==> src/rtl/div_unit_if.sv <==
// Shared opcode/occupancy types and the issue/writeback interface of the iterative divider.
// The package sits here so the interface and the divider both see the same enums.
package div_unit_pkg;
    typedef enum logic [1:0] {
        DIV_  = 2'd0,
        DIVU_ = 2'd1,
        REM_  = 2'd2,
        REMU_ = 2'd3
    } div_ops_e;

    typedef enum logic {
        FREE = 1'b0,
        BUSY = 1'b1
    } fu_state_e;
endpackage

interface div_unit_if #(
    parameter int unsigned XLEN      = 32,
    parameter int unsigned REG_WIDTH = 5
);
    import div_unit_pkg::*;

    typedef logic [XLEN-1:0] data_bus_t;

    logic                 flush_i;
    logic                 valid_i;
    div_ops_e             op_i;
    data_bus_t            dividend_i;
    data_bus_t            divisor_i;
    logic [REG_WIDTH-1:0] rd_i;
    fu_state_e            state_o;
    logic                 valid_o;
    data_bus_t            result_o;
    logic [REG_WIDTH-1:0] rd_o;

    modport master (
        output flush_i, valid_i, op_i, dividend_i, divisor_i, rd_i,
        input  state_o, valid_o, result_o, rd_o
    );

    modport slave (
        input  flush_i, valid_i, op_i, dividend_i, divisor_i, rd_i,
        output state_o, valid_o, result_o, rd_o
    );
endinterface

==> src/rtl/div_unit.sv <==
// Iterative radix-2 restoring divider for DIV/DIVU/REM/REMU with a one-cycle
// fast path for divide-by-zero and signed overflow.
module div_unit
    import div_unit_pkg::*;
#(
    parameter int unsigned XLEN      = 32,
    parameter int unsigned REG_WIDTH = 5
) (
    input  logic       clk_i,
    input  logic       rst_i,
    div_unit_if.slave  bus
);
    localparam int unsigned CW = $clog2(XLEN) + 1;
    localparam logic [XLEN-1:0] MIN_INT = {1'b1, {(XLEN-1){1'b0}}};

    typedef enum logic [2:0] {
        IDLE   = 3'd0,
        PREP   = 3'd1,
        DIVIDE = 3'd2,
        FIX    = 3'd3,
        DONE   = 3'd4
    } state_e;

    state_e               state_q, state_n;
    div_ops_e             op_q, op_n;
    logic [XLEN-1:0]      quo_q, quo_n;
    logic [XLEN-1:0]      dvs_q, dvs_n;
    logic [XLEN:0]        rem_q, rem_n;
    logic [CW-1:0]        cnt_q, cnt_n;
    logic                 neg_quo_q, neg_quo_n;
    logic                 neg_rem_q, neg_rem_n;
    logic [XLEN-1:0]      result_q, result_n;
    logic [REG_WIDTH-1:0] rd_q, rd_n;
    logic                 valid_q, valid_n;
    fu_state_e            fu_q, fu_n;

    logic                 in_signed, in_rem, div_zero, overflow, special;
    logic [XLEN-1:0]      special_res;
    logic                 q_signed, q_rem;
    logic [XLEN:0]        shifted, trial;
    logic [XLEN-1:0]      fix_val;
    logic                 fix_neg;

    // Fast-path decode on the raw issue operands.
    always_comb begin
        in_signed   = (bus.op_i == DIV_) || (bus.op_i == REM_);
        in_rem      = (bus.op_i == REM_) || (bus.op_i == REMU_);
        div_zero    = (bus.divisor_i == '0);
        overflow    = in_signed && (bus.dividend_i == MIN_INT) && (&bus.divisor_i);
        special     = div_zero || overflow;
        special_res = '0;
        if (div_zero) begin
            special_res = in_rem ? bus.dividend_i : '1;
        end else if (overflow) begin
            special_res = in_rem ? '0 : MIN_INT;
        end
    end

    // One restoring step: quo shifts its MSB into rem, trial subtract decides the new bit.
    always_comb begin
        q_signed = (op_q == DIV_) || (op_q == REM_);
        q_rem    = (op_q == REM_) || (op_q == REMU_);
        shifted  = {rem_q[XLEN-1:0], quo_q[XLEN-1]};
        trial    = shifted - {1'b0, dvs_q};
        fix_val  = q_rem ? rem_q[XLEN-1:0] : quo_q;
        fix_neg  = q_rem ? neg_rem_q : neg_quo_q;
    end

    always_comb begin
        state_n   = state_q;
        op_n      = op_q;
        quo_n     = quo_q;
        dvs_n     = dvs_q;
        rem_n     = rem_q;
        cnt_n     = cnt_q;
        neg_quo_n = neg_quo_q;
        neg_rem_n = neg_rem_q;
        result_n  = result_q;
        rd_n      = rd_q;

        if (bus.flush_i) begin
            state_n = IDLE;
        end else begin
            case (state_q)
                IDLE: begin
                    if (bus.valid_i) begin
                        op_n  = bus.op_i;
                        quo_n = bus.dividend_i;
                        dvs_n = bus.divisor_i;
                        rd_n  = bus.rd_i;
                        if (special) begin
                            result_n = special_res;
                            state_n  = DONE;
                        end else begin
                            state_n  = PREP;
                        end
                    end
                end
                PREP: begin
                    if (q_signed) begin
                        quo_n     = quo_q[XLEN-1] ? -quo_q : quo_q;
                        dvs_n     = dvs_q[XLEN-1] ? -dvs_q : dvs_q;
                        neg_quo_n = quo_q[XLEN-1] ^ dvs_q[XLEN-1];
                        neg_rem_n = quo_q[XLEN-1];
                    end else begin
                        neg_quo_n = 1'b0;
                        neg_rem_n = 1'b0;
                    end
                    rem_n   = '0;
                    cnt_n   = CW'(XLEN - 1);
                    state_n = DIVIDE;
                end
                DIVIDE: begin
                    if (!trial[XLEN]) begin
                        rem_n = trial;
                        quo_n = {quo_q[XLEN-2:0], 1'b1};
                    end else begin
                        rem_n = shifted;
                        quo_n = {quo_q[XLEN-2:0], 1'b0};
                    end
                    cnt_n = cnt_q - CW'(1);
                    if (cnt_q == '0) begin
                        state_n = FIX;
                    end
                end
                FIX: begin
                    result_n = fix_neg ? -fix_val : fix_val;
                    state_n  = DONE;
                end
                DONE: begin
                    state_n = IDLE;
                end
                default: begin
                    state_n = IDLE;
                end
            endcase
        end

        valid_n = (state_n == DONE);
        fu_n    = (state_n == IDLE) ? FREE : BUSY;
    end

    always_ff @(posedge clk_i) begin
        if (rst_i) begin
            state_q   <= IDLE;
            op_q      <= DIV_;
            quo_q     <= '0;
            dvs_q     <= '0;
            rem_q     <= '0;
            cnt_q     <= '0;
            neg_quo_q <= 1'b0;
            neg_rem_q <= 1'b0;
            result_q  <= '0;
            rd_q      <= '0;
            valid_q   <= 1'b0;
            fu_q      <= FREE;
        end else begin
            state_q   <= state_n;
            op_q      <= op_n;
            quo_q     <= quo_n;
            dvs_q     <= dvs_n;
            rem_q     <= rem_n;
            cnt_q     <= cnt_n;
            neg_quo_q <= neg_quo_n;
            neg_rem_q <= neg_rem_n;
            result_q  <= result_n;
            rd_q      <= rd_n;
            valid_q   <= valid_n;
            fu_q      <= fu_n;
        end
    end

    // A flush landing in DONE kills the result strobe in that same cycle.
    assign bus.valid_o  = valid_q & ~bus.flush_i;
    assign bus.state_o  = fu_q;
    assign bus.result_o = result_q;
    assign bus.rd_o     = rd_q;
endmodule

==> src/flat_wrapper.sv <==
// flat-port wrapper written by rule: the top's interface ports become plain ports
module div_unit_flat import div_unit_pkg::*;
#(
    parameter int unsigned XLEN      = 32,
    parameter int unsigned REG_WIDTH = 5
)
  (clk_i, rst_i, bus_flush_i, bus_valid_i, bus_op_i, bus_dividend_i, bus_divisor_i, bus_rd_i, bus_state_o, bus_valid_o, bus_result_o, bus_rd_o);
  div_unit_if #(.XLEN(XLEN), .REG_WIDTH(REG_WIDTH)) bus_i ();
  input  logic clk_i;
  input  logic rst_i;
  input wire logic [$bits(bus_i.flush_i)-1:0] bus_flush_i;
  input wire logic [$bits(bus_i.valid_i)-1:0] bus_valid_i;
  input wire logic [$bits(bus_i.op_i)-1:0] bus_op_i;
  input wire logic [$bits(bus_i.dividend_i)-1:0] bus_dividend_i;
  input wire logic [$bits(bus_i.divisor_i)-1:0] bus_divisor_i;
  input wire logic [$bits(bus_i.rd_i)-1:0] bus_rd_i;
  output wire logic [$bits(bus_i.state_o)-1:0] bus_state_o;
  output wire logic [$bits(bus_i.valid_o)-1:0] bus_valid_o;
  output wire logic [$bits(bus_i.result_o)-1:0] bus_result_o;
  output wire logic [$bits(bus_i.rd_o)-1:0] bus_rd_o;
  assign bus_i.flush_i = bus_flush_i;
  assign bus_i.valid_i = bus_valid_i;
  assign bus_i.op_i = bus_op_i;
  assign bus_i.dividend_i = bus_dividend_i;
  assign bus_i.divisor_i = bus_divisor_i;
  assign bus_i.rd_i = bus_rd_i;
  assign bus_state_o = bus_i.state_o;
  assign bus_valid_o = bus_i.valid_o;
  assign bus_result_o = bus_i.result_o;
  assign bus_rd_o = bus_i.rd_o;
  div_unit #(.XLEN(XLEN), .REG_WIDTH(REG_WIDTH)) u_core (.clk_i(clk_i), .rst_i(rst_i), .bus(bus_i));
endmodule
==> config.mk <==
export PLATFORM = sky130hd
export DESIGN_NAME = div_unit_flat
export DESIGN_NICKNAME = d
export VERILOG_FILES = /design/src/rtl/div_unit_if.sv /design/src/rtl/div_unit.sv /design/src/flat_wrapper.sv
export SDC_FILE = /design/constraint.sdc
export NUM_CORES = 1
export LEC_CHECK = 0
export ABC_AREA = 1
export CAP_MARGIN = 40
export CORE_ASPECT_RATIO = 1.4
export CORE_UTILIZATION = 35
export CTS_BUF_LIST = sky130_fd_sc_hd__clkbuf_16
export CTS_CLUSTER_DIAMETER = 200
export CTS_CLUSTER_SIZE = 16
export DETAILED_ROUTE_END_ITERATION = 16
export GPL_TIMING_DRIVEN = 0
export PLACE_DENSITY = 0.53
export SLEW_MARGIN = 10
export SYNTH_ARGS = -nofsm -noshare
export SYNTH_HDL_FRONTEND = slang
export SYNTH_SLANG_ARGS = --single-unit
==> constraint.sdc <==
create_clock -name clk_i -period 7.4 [get_ports clk_i]
set_clock_uncertainty 0.05 [all_clocks]
set_input_delay 1.48 -clock clk_i [delete_from_list [all_inputs] [get_ports clk_i]]
set_output_delay 1.48 -clock clk_i [all_outputs]
set_load 0.05 [all_outputs]
# After elaboration in Yosys (flattened, before gate mapping)
# Cells that the tools add are included.
dict set report totals {
  output_inout_bits 39
  word_cells 92
  inputBits 75
  ff_bits 148
}
dict set report op_classes {
  n_bitwise 3
  eq_ne 14
  mux 30
  addsub 5
  n_reduce_logical 26
}
# operator n
set ops {}
lappend ops {{two-way mux 32 bit} 15}
lappend ops {{case mux 32 bit (2 select lines)} 3}
lappend ops {{negation 32 bit} 3}
lappend ops {{case mux 32 bit (3 select lines)} 1}
lappend ops {{subtractor 33 x 32 -> 33 bit} 1}
lappend ops {{equality test 32 bit, second input constant} 1}
lappend ops {{logical NOT 32 bit} 1}
lappend ops {{AND reduction 32 bit} 1}
lappend ops {{two-way mux 3 bit} 4}
lappend ops {{case mux 3 bit (4 select lines)} 1}
lappend ops {{case mux 6 bit (2 select lines)} 1}
lappend ops {{AND reduction 4 bit} 3}
lappend ops {{AND reduction 5 bit} 2}
lappend ops {{equality test 2 bit, second input constant} 4}
lappend ops {{!= test 2 x 1 -> 1 bit, second input constant} 4}
lappend ops {{equality test 3 x 2 -> 1 bit, second input constant} 2}
lappend ops {{logical NOT 3 bit} 2}
lappend ops {{logical NOT 6 bit} 1}
lappend ops {{nonzero test 2 bit} 3}
lappend ops {{subtractor 6 x 1 -> 6 bit, second input constant} 1}
lappend ops {{logical OR 1 bit} 5}
lappend ops {{two-way mux 1 bit} 5}
lappend ops {{logical NOT 2 bit} 2}
lappend ops {{AND reduction 2 bit} 2}
lappend ops {{other kinds (9)} 10}

# Longest topological paths before layout
dict set report depth {
  word_depth 11
  ltp_mapped 19
  depth_no_buf 18
}

# Worst setup path after synthesis
# No wires, ideal clock.
dict set report synth_path {
  path_kind {input port to output port}
  from {in bus_flush_i}
  to {out bus_valid_o}
  path_buffers 0
  t_arrival_ns 2.134
  setup_slack_ns 3.736
  cell_stages 1
  t_required_ns 5.870
  path_cell_list {nor2_1}
}
dict set report synth_via {
  elab_chain_len 2
}
# item line_no
set synth_lines {}
lappend synth_lines {{start, declared} flat_wrapper.sv:11} ;# input wire logic [$bits(bus_i.flush_i)-1:0] bus_flush_i;
lappend synth_lines {{NOT 1 bit (no source line)} --}
lappend synth_lines {{bitwise AND 1 bit} div_unit.sv:174} ;# assign bus.valid_o = valid_q & ~bus.flush_i;
lappend synth_lines {{end, declared} flat_wrapper.sv:18} ;# output wire logic [$bits(bus_i.valid_o)-1:0] bus_valid_o;
# Every way passes these cells.

# Worst setup path in the final report
# Ends and elaborated chain as after synthesis.

==> run_results.csv <==
group,metric,value,unit
run_status,status,"finished clean",
setup_path,worstPathArrival,3.08,ns
setup_path,path_max_fanout,7,
grt,groute.usage.overall,32.9,%
logic_synthesis,synthMostInstantiatedCell,"nand2_1",
route,drt-initial-drc-count,1204,
clock_tree,cts_resized,0,
timing,max-slew-margin-rel,41.5,%
timing,hold_slack,0.416,ns
clock_tree,cts_setup_buffers,0,
floorplanning,fp.dieW,163,um
route,drt_pass1_iterations,5,
place,dp_cells,2843,
setup_path,crit_start,"bus_flush_i",
finish,drive_gt1_share,5.39,%
floorplanning,die-area,37300,um2
route,wl_per_cell,21.1,um
floorplanning,dieHeight,228,um
timing,fin_setup_tns,0,ns
timing,fmax,217,MHz
route,wl,60500,um
min_path,hold_path.class,"flop to flop",
power,vdd_ir_drop_max,0.000131,V
grt,grt_antenna_before_repair,0,
finish,final_util,42.1,%
clock_tree,clk-insertion-delay-late,0.47,ns
place,routabilityCongestion,1.01,
clock_tree,clock_tree.root_cell,"clkbuf_16",
logic_synthesis,syn_area,12800,um2
finish,diodes,0,
logic_synthesis,yosys_warnings,0,
min_path,min_from,"u_core.bus.result_o[1]",
setup_path,critPathLaunchType,"input pin",
timing,period_share,62.3,%
timing,hold_viol,0,
floorplanning,initial_core_util,35.6,%
power,p_leak,6.93,nW
grt,overflow,0,
route,detail-route-antenna-nets,0,
timing,setup-violations-final,0,
place,hpwl,50200,um
logic_synthesis,synth-main-ff-cell,"dfxtp_1",
finish,area_growth,18.2,%
grt,grt_pass1_vias,14807,
logic_synthesis,avgSynthCellArea,5.64,um2
place,io_buffers,112,
logic_synthesis,yosys-top-cells-area,"dfxtp_1, nand2_1, inv_1",
logic_synthesis,yosysTopAreaCell,"dfxtp_1",
setup_path,cp.required,5.87,ns
logic_synthesis,yosysTopAreaCellShare,23.2,%
logic_synthesis,async_reset_ff_share,0,%
logic_synthesis,synth_seq_area_share,23.2,%
route,drc,0,
setup_path,r2r_start,"u_core.quo_q[31]",
timing,worst_slew_pin_slew,0.869,ns
logic_synthesis,synth_cells,2267,
logic_synthesis,synth_edf_count,0,
power,power.density,182,nW/um2
floorplanning,row_count,82,
finish,fin_cells,2875,
clock_tree,clk_pin_slew,0.06,ns
job,cap_violations,0,
grt,grt_max_degree,17,
logic_synthesis,syn_nets,2380,
timing,maxSlewViolCount,0,
clock_tree,hold_buffers,0,
floorplanning,coreArea,35900,um2
finish,finalNetCount,2513,
setup_path,critical_path_class,"input pin to output port",
clock_tree,cts_buffers,17,
floorplanning,ios,114,
logic_synthesis,synth-seq-cells,148,
setup_path,end_kind,"output port",
timing,rsz0062_at_grt,"false",
route,vias,15188,
power,p_total,0.00275,W
clock_tree,clock-sinks,148,
clock_tree,ctsLongestPathBuffers,2,
route,viasPerCell,5.28,
logic_synthesis,synthTopCellsByCount,"nand2_1, inv_1, nor2_1, a21oi_1, nand3_1",
logic_synthesis,yosysUniqueCellTypes,55,
timing,fin_crit,4.61,ns
clock_tree,cts_tree,"yes",
grt,grt_pass1_wl,89800,um
clock_tree,htreeDepth,4,
## kinds of logic (layout without fill, tap and decap cells)
group / Yosys count / in the layout / synth area share (%)
xor+xnor: 20 / 20 / 1.37
buf+inv: 425 / 571 / 13.4
compound gates: 442 / 442 / 19.0
fa+ha+maj: 38 / 38 / 3.78
simple gates: 1194 / 1194 / 39.2
flops: 148 / 148 / 23.2
## worst max-delay path: stages
cell             delay, ns
clkdlybuf4s50_1       0.60
nor2_1                0.18
clkdlybuf4s50_1       0.81
## stage by stage
stage	setup WS [ns]	area, um2
floorplan	3.74	12800
global placement	2.80	14500
detailed placement	2.80	14500
CTS	2.79	15100
global route	2.75	15100
finish	2.79	15100
## routing by layer
| layer | global-route usage, % | wire, um |
|---|---|---|
| met1 | 35.6 | 23100 |
| met2 | 57.0 | 29400 |
| met3 | 3.58 | 2380 |
| met4 | 26.9 | 5590 |
| met5 | 0 | 0 |
## worst paths after layout
check | to | slack [ns] | cells after the start
setup / recovery | bus_valid_o | 2.79 | 3
hold / removal | u_core.bus.result_o[1] | 0.42 | 2
setup reg to reg | u_core.rem_q[21] | 4.27 | 17
hold reg to reg | u_core.bus.result_o[1] | 0.42 | 2
## sequential cells by signal (all words and copies together), names as in the netlist
| signal | cells |
|---|---|
| u_core.bus.rd_o | 5 |
| u_core.neg_quo_q | 1 |
| u_core.dvs_q | 32 |
| u_core.op_q | 2 |
| u_core.state_q | 3 |
| u_core.bus.state_o | 1 |
| u_core.neg_rem_q | 1 |
| u_core.cnt_q | 6 |
| u_core.valid_q | 1 |
| u_core.bus.result_o | 32 |
| u_core.quo_q | 32 |
| u_core.rem_q | 32 |
## placed cells by master, fill, tap and decap left out, types with 9 or more instances in the layout
cell type and count:
a221oi_1 23, nand4_1 36, xor2_1 17, nor2_2 11
dfxtp_1 148, nand2_1 652, nor2_1 251, clkbuf_1 39
ha_1 37, nand3_1 185, clkdlybuf4s50_1 112, inv_1 328
o211ai_1 13, buf_2 27, clkbuf_16 17, nor3_1 22
a21oi_1 185, o21ai_0 153, nand2_2 9, o21ai_1 34
inv_2 16, buf_6 9
## where the power goes
group	total (W)	switching (W)	leakage, nW	internal [W]
Clock	0.000949	0.000416	0.296	0.000534
Combinational	0.000914	0.000646	5.43	0.000268
Sequential	0.000888	0.0000503	1.21	0.000838
## final cells by class
type / instances / area, um2
sequential: 148 / 2960
multi-input combinational: 1694 / 8110
fill: 4087 / 20800
inverter: 343 / 1290
clock buffer: 17 / 425
clock inverter: 15 / 178
tap: 462 / 578
buffer: 82 / 420
timing repair buffer: 114 / 1140
(Power assumes the default switching activity.)
==> patch, RTL diff (config.mk and constraints unchanged) <==
`REG_WIDTH` is set to 5 in 3 places; all go to 7.
--- a/src/rtl/div_unit_if.sv
+++ b/src/rtl/div_unit_if.sv
@@ -17,5 +17,5 @@
 interface div_unit_if #(
     parameter int unsigned XLEN      = 32,
-    parameter int unsigned REG_WIDTH = 5
+    parameter int unsigned REG_WIDTH = 7
 );
     import div_unit_pkg::*;
--- a/src/rtl/div_unit.sv
+++ b/src/rtl/div_unit.sv
@@ -5,5 +5,5 @@
 #(
     parameter int unsigned XLEN      = 32,
-    parameter int unsigned REG_WIDTH = 5
+    parameter int unsigned REG_WIDTH = 7
 ) (
     input  logic       clk_i,
--- a/src/flat_wrapper.sv
+++ b/src/flat_wrapper.sv
@@ -3,5 +3,5 @@
 #(
     parameter int unsigned XLEN      = 32,
-    parameter int unsigned REG_WIDTH = 5
+    parameter int unsigned REG_WIDTH = 7
 )
   (clk_i, rst_i, bus_flush_i, bus_valid_i, bus_op_i, bus_dividend_i, bus_divisor_i, bus_rd_i, bus_state_o, bus_valid_o, bus_result_o, bus_rd_o);
Ports: changed (resized bus_rd_i and bus_rd_o); port bits go from 114 to 118. The function was not compared with the original's and may differ.
==> patch against the original RTL <==
Via count is 1.7% higher; routed wire length is 0.53% lower; final cell count is 2.2% higher; worst hold slack worse by 0.0021 ns; total power is 1.6% lower; utilization is 0.13 points higher; setup slack better by 0.029 ns; final area is 0.89% higher; area after synthesis is 1.0% higher; global-route usage is 0.51 points lower; sequential cell count is 2 higher; sequential power is 1% higher; clock power is 5.5% lower; critical endpoint unchanged; largest cell class unchanged.
==> patch: results (changes against the original RTL) <==
* Status: completed
* Pre-CTS WS at 2.69 ns (-0.109 ns)
* Commonest cells post-synth: nand2_1, inv_1, nor2_1, a21oi_1
* Top cells by area in the synthesized netlist: dfxtp_1, nand2_1, inv_1, nor2_1, a21oi_1
* Global Route Usage Sum at 32.4% (-0.51 points)
* Post-Synth XOR/XNOR Area at 1.63% (+0.26 points)
* FF-to-FF End: u_core.rem_q[17]$_SDFFE_PP0P_
* Grt met1 use at 36.0% (+0.44 points)
* # port buffers at 117 (+4.5%)
* Largest net degree at the start of global routing at 17 (unchanged)
* First-pass GRT wire length at 89200 microns (-0.68%)
* Vias at 15500 (+1.7%)
* Syn nets at 2440 (+2.5%)
* Static Leak at 0.00705 uW (+1.8%)
* Actual slew at the worst max-slew pin at 0.904 ns (+0.0351 ns)
* HP Class: register to register
* Detailed Place HPWL at 50200 microns (+0.11%)
* Area after DPL at 14700 sq um (+1.1%)
* Fin crit period at 4.58 ns (-0.0292 ns)
* GR Util met2 at 57.6% (+0.70 points)
* Critical-path maximum fanout at 6 (-1)
* Nets at 2577 (+2.5%)
* Share of layout cells above drive strength 1 at 3.52% (-1.9 points)
* Compound-Gate Fraction of Synth Area at 18.5% (-0.55 points)
* Met3 Use GR at 2.63% (-0.96 points)
* Register area share after synthesis at 23.3% (+0.070 points)
* Routability cong. at 0.990 (-2.3%)
* Data arrival, critical path at 3.05 ns (-0.03 ns)
* Peak VDD IR at 138 uV (+5.7%)
-- patch: changes by cell type in the layout (fill, tap and decap cells not counted), moves of 6 or more --
cell / before / now
nand2_2: 9 / 3
o21ai_1: 34 / 16
inv_2: 16 / 6
nand2_1: 652 / 700
inv_1: 328 / 347
buf_2: 27 / 18
o21ai_0: 153 / 171
nor2_1: 251 / 278
nand3_1: 185 / 171
clkbuf_1: 39 / 52
-- patch: stage by stage --
step / cells / power, uW / hold WS (ns)
after floorplan: 2325 / 1490 / 0.395
after global placement: 2904 / 1820 / 0.402
after detailed placement: 2905 / 1820 / 0.406
after CTS: 2937 / 2710 / 0.417
after global routing: 2937 / 2840 / 0.437
final: 2937 / 2710 / 0.414
-- patch: power breakdown --
part / internal, uW / total, uW / leakage [uW] / switching [uW]
combinational: 269 / 911 / 0.00556 / 643
clock: 471 / 897 / 0.000272 / 426
sequential: 849 / 899 / 0.00122 / 49.9
total: 1590 / 2710 / 0.00705 / 1120
-- patch: worst min-delay path by stage --
stage / cells after the start / to / slack [ns] / startpoint
final: 2 / u_core.bus.result_o[6]$_SDFFE_PP0P_ / 0.41 / u_core.bus.result_o[6]$_SDFFE_PP0P_
after global routing: 2 / u_core.bus.result_o[8]$_SDFFE_PP0P_ / 0.44 / u_core.bus.result_o[8]$_SDFFE_PP0P_
after CTS: 2 / u_core.bus.result_o[6]$_SDFFE_PP0P_ / 0.42 / u_core.bus.result_o[6]$_SDFFE_PP0P_
after detailed placement: 2 / u_core.bus.result_o[6]$_SDFFE_PP0P_ / 0.41 / u_core.bus.result_o[6]$_SDFFE_PP0P_
after global placement: 2 / u_core.bus.result_o[6]$_SDFFE_PP0P_ / 0.40 / u_core.bus.result_o[6]$_SDFFE_PP0P_
after floorplan: 2 / u_core.neg_rem_q$_SDFFE_PP0P_ / 0.39 / u_core.neg_rem_q$_SDFFE_PP0P_
-- patch: worst min-delay path, stage by stage (launching register included) --
cell and delay (ns):
dfxtp_1 0.31, nand2_1 0.06, a21oi_1 0.05
-- patch: final cells by class --
class / count / area (sq um)
fillers: 4203 / 20900
multi-input cells: 1742 / 8200
flip-flops and latches: 150 / 3000
inverters: 352 / 1320
repair buffers: 118 / 1180
well taps: 462 / 578
clock buffers: 17 / 425
plain buffers: 81 / 389
clock inverters: 15 / 145
-- patch: per-layer routing --
metal,wire [microns],share of wire (%),up-vias
li1,-,-,7749
met2,30200,50,512
met1,23600,39,7062
met5,0,0,-
met3,2300,3.8,129
met4,4170,6.9,0
-- patch: kinds of logic after synthesis --
family | Yosys count
and+or+nand+nor | 1240
AOI/OAI and AO/OA | 440
buffers and inverters | 433
DFF | 150
adders and majority gates | 38
xor gates and xnor gates | 24
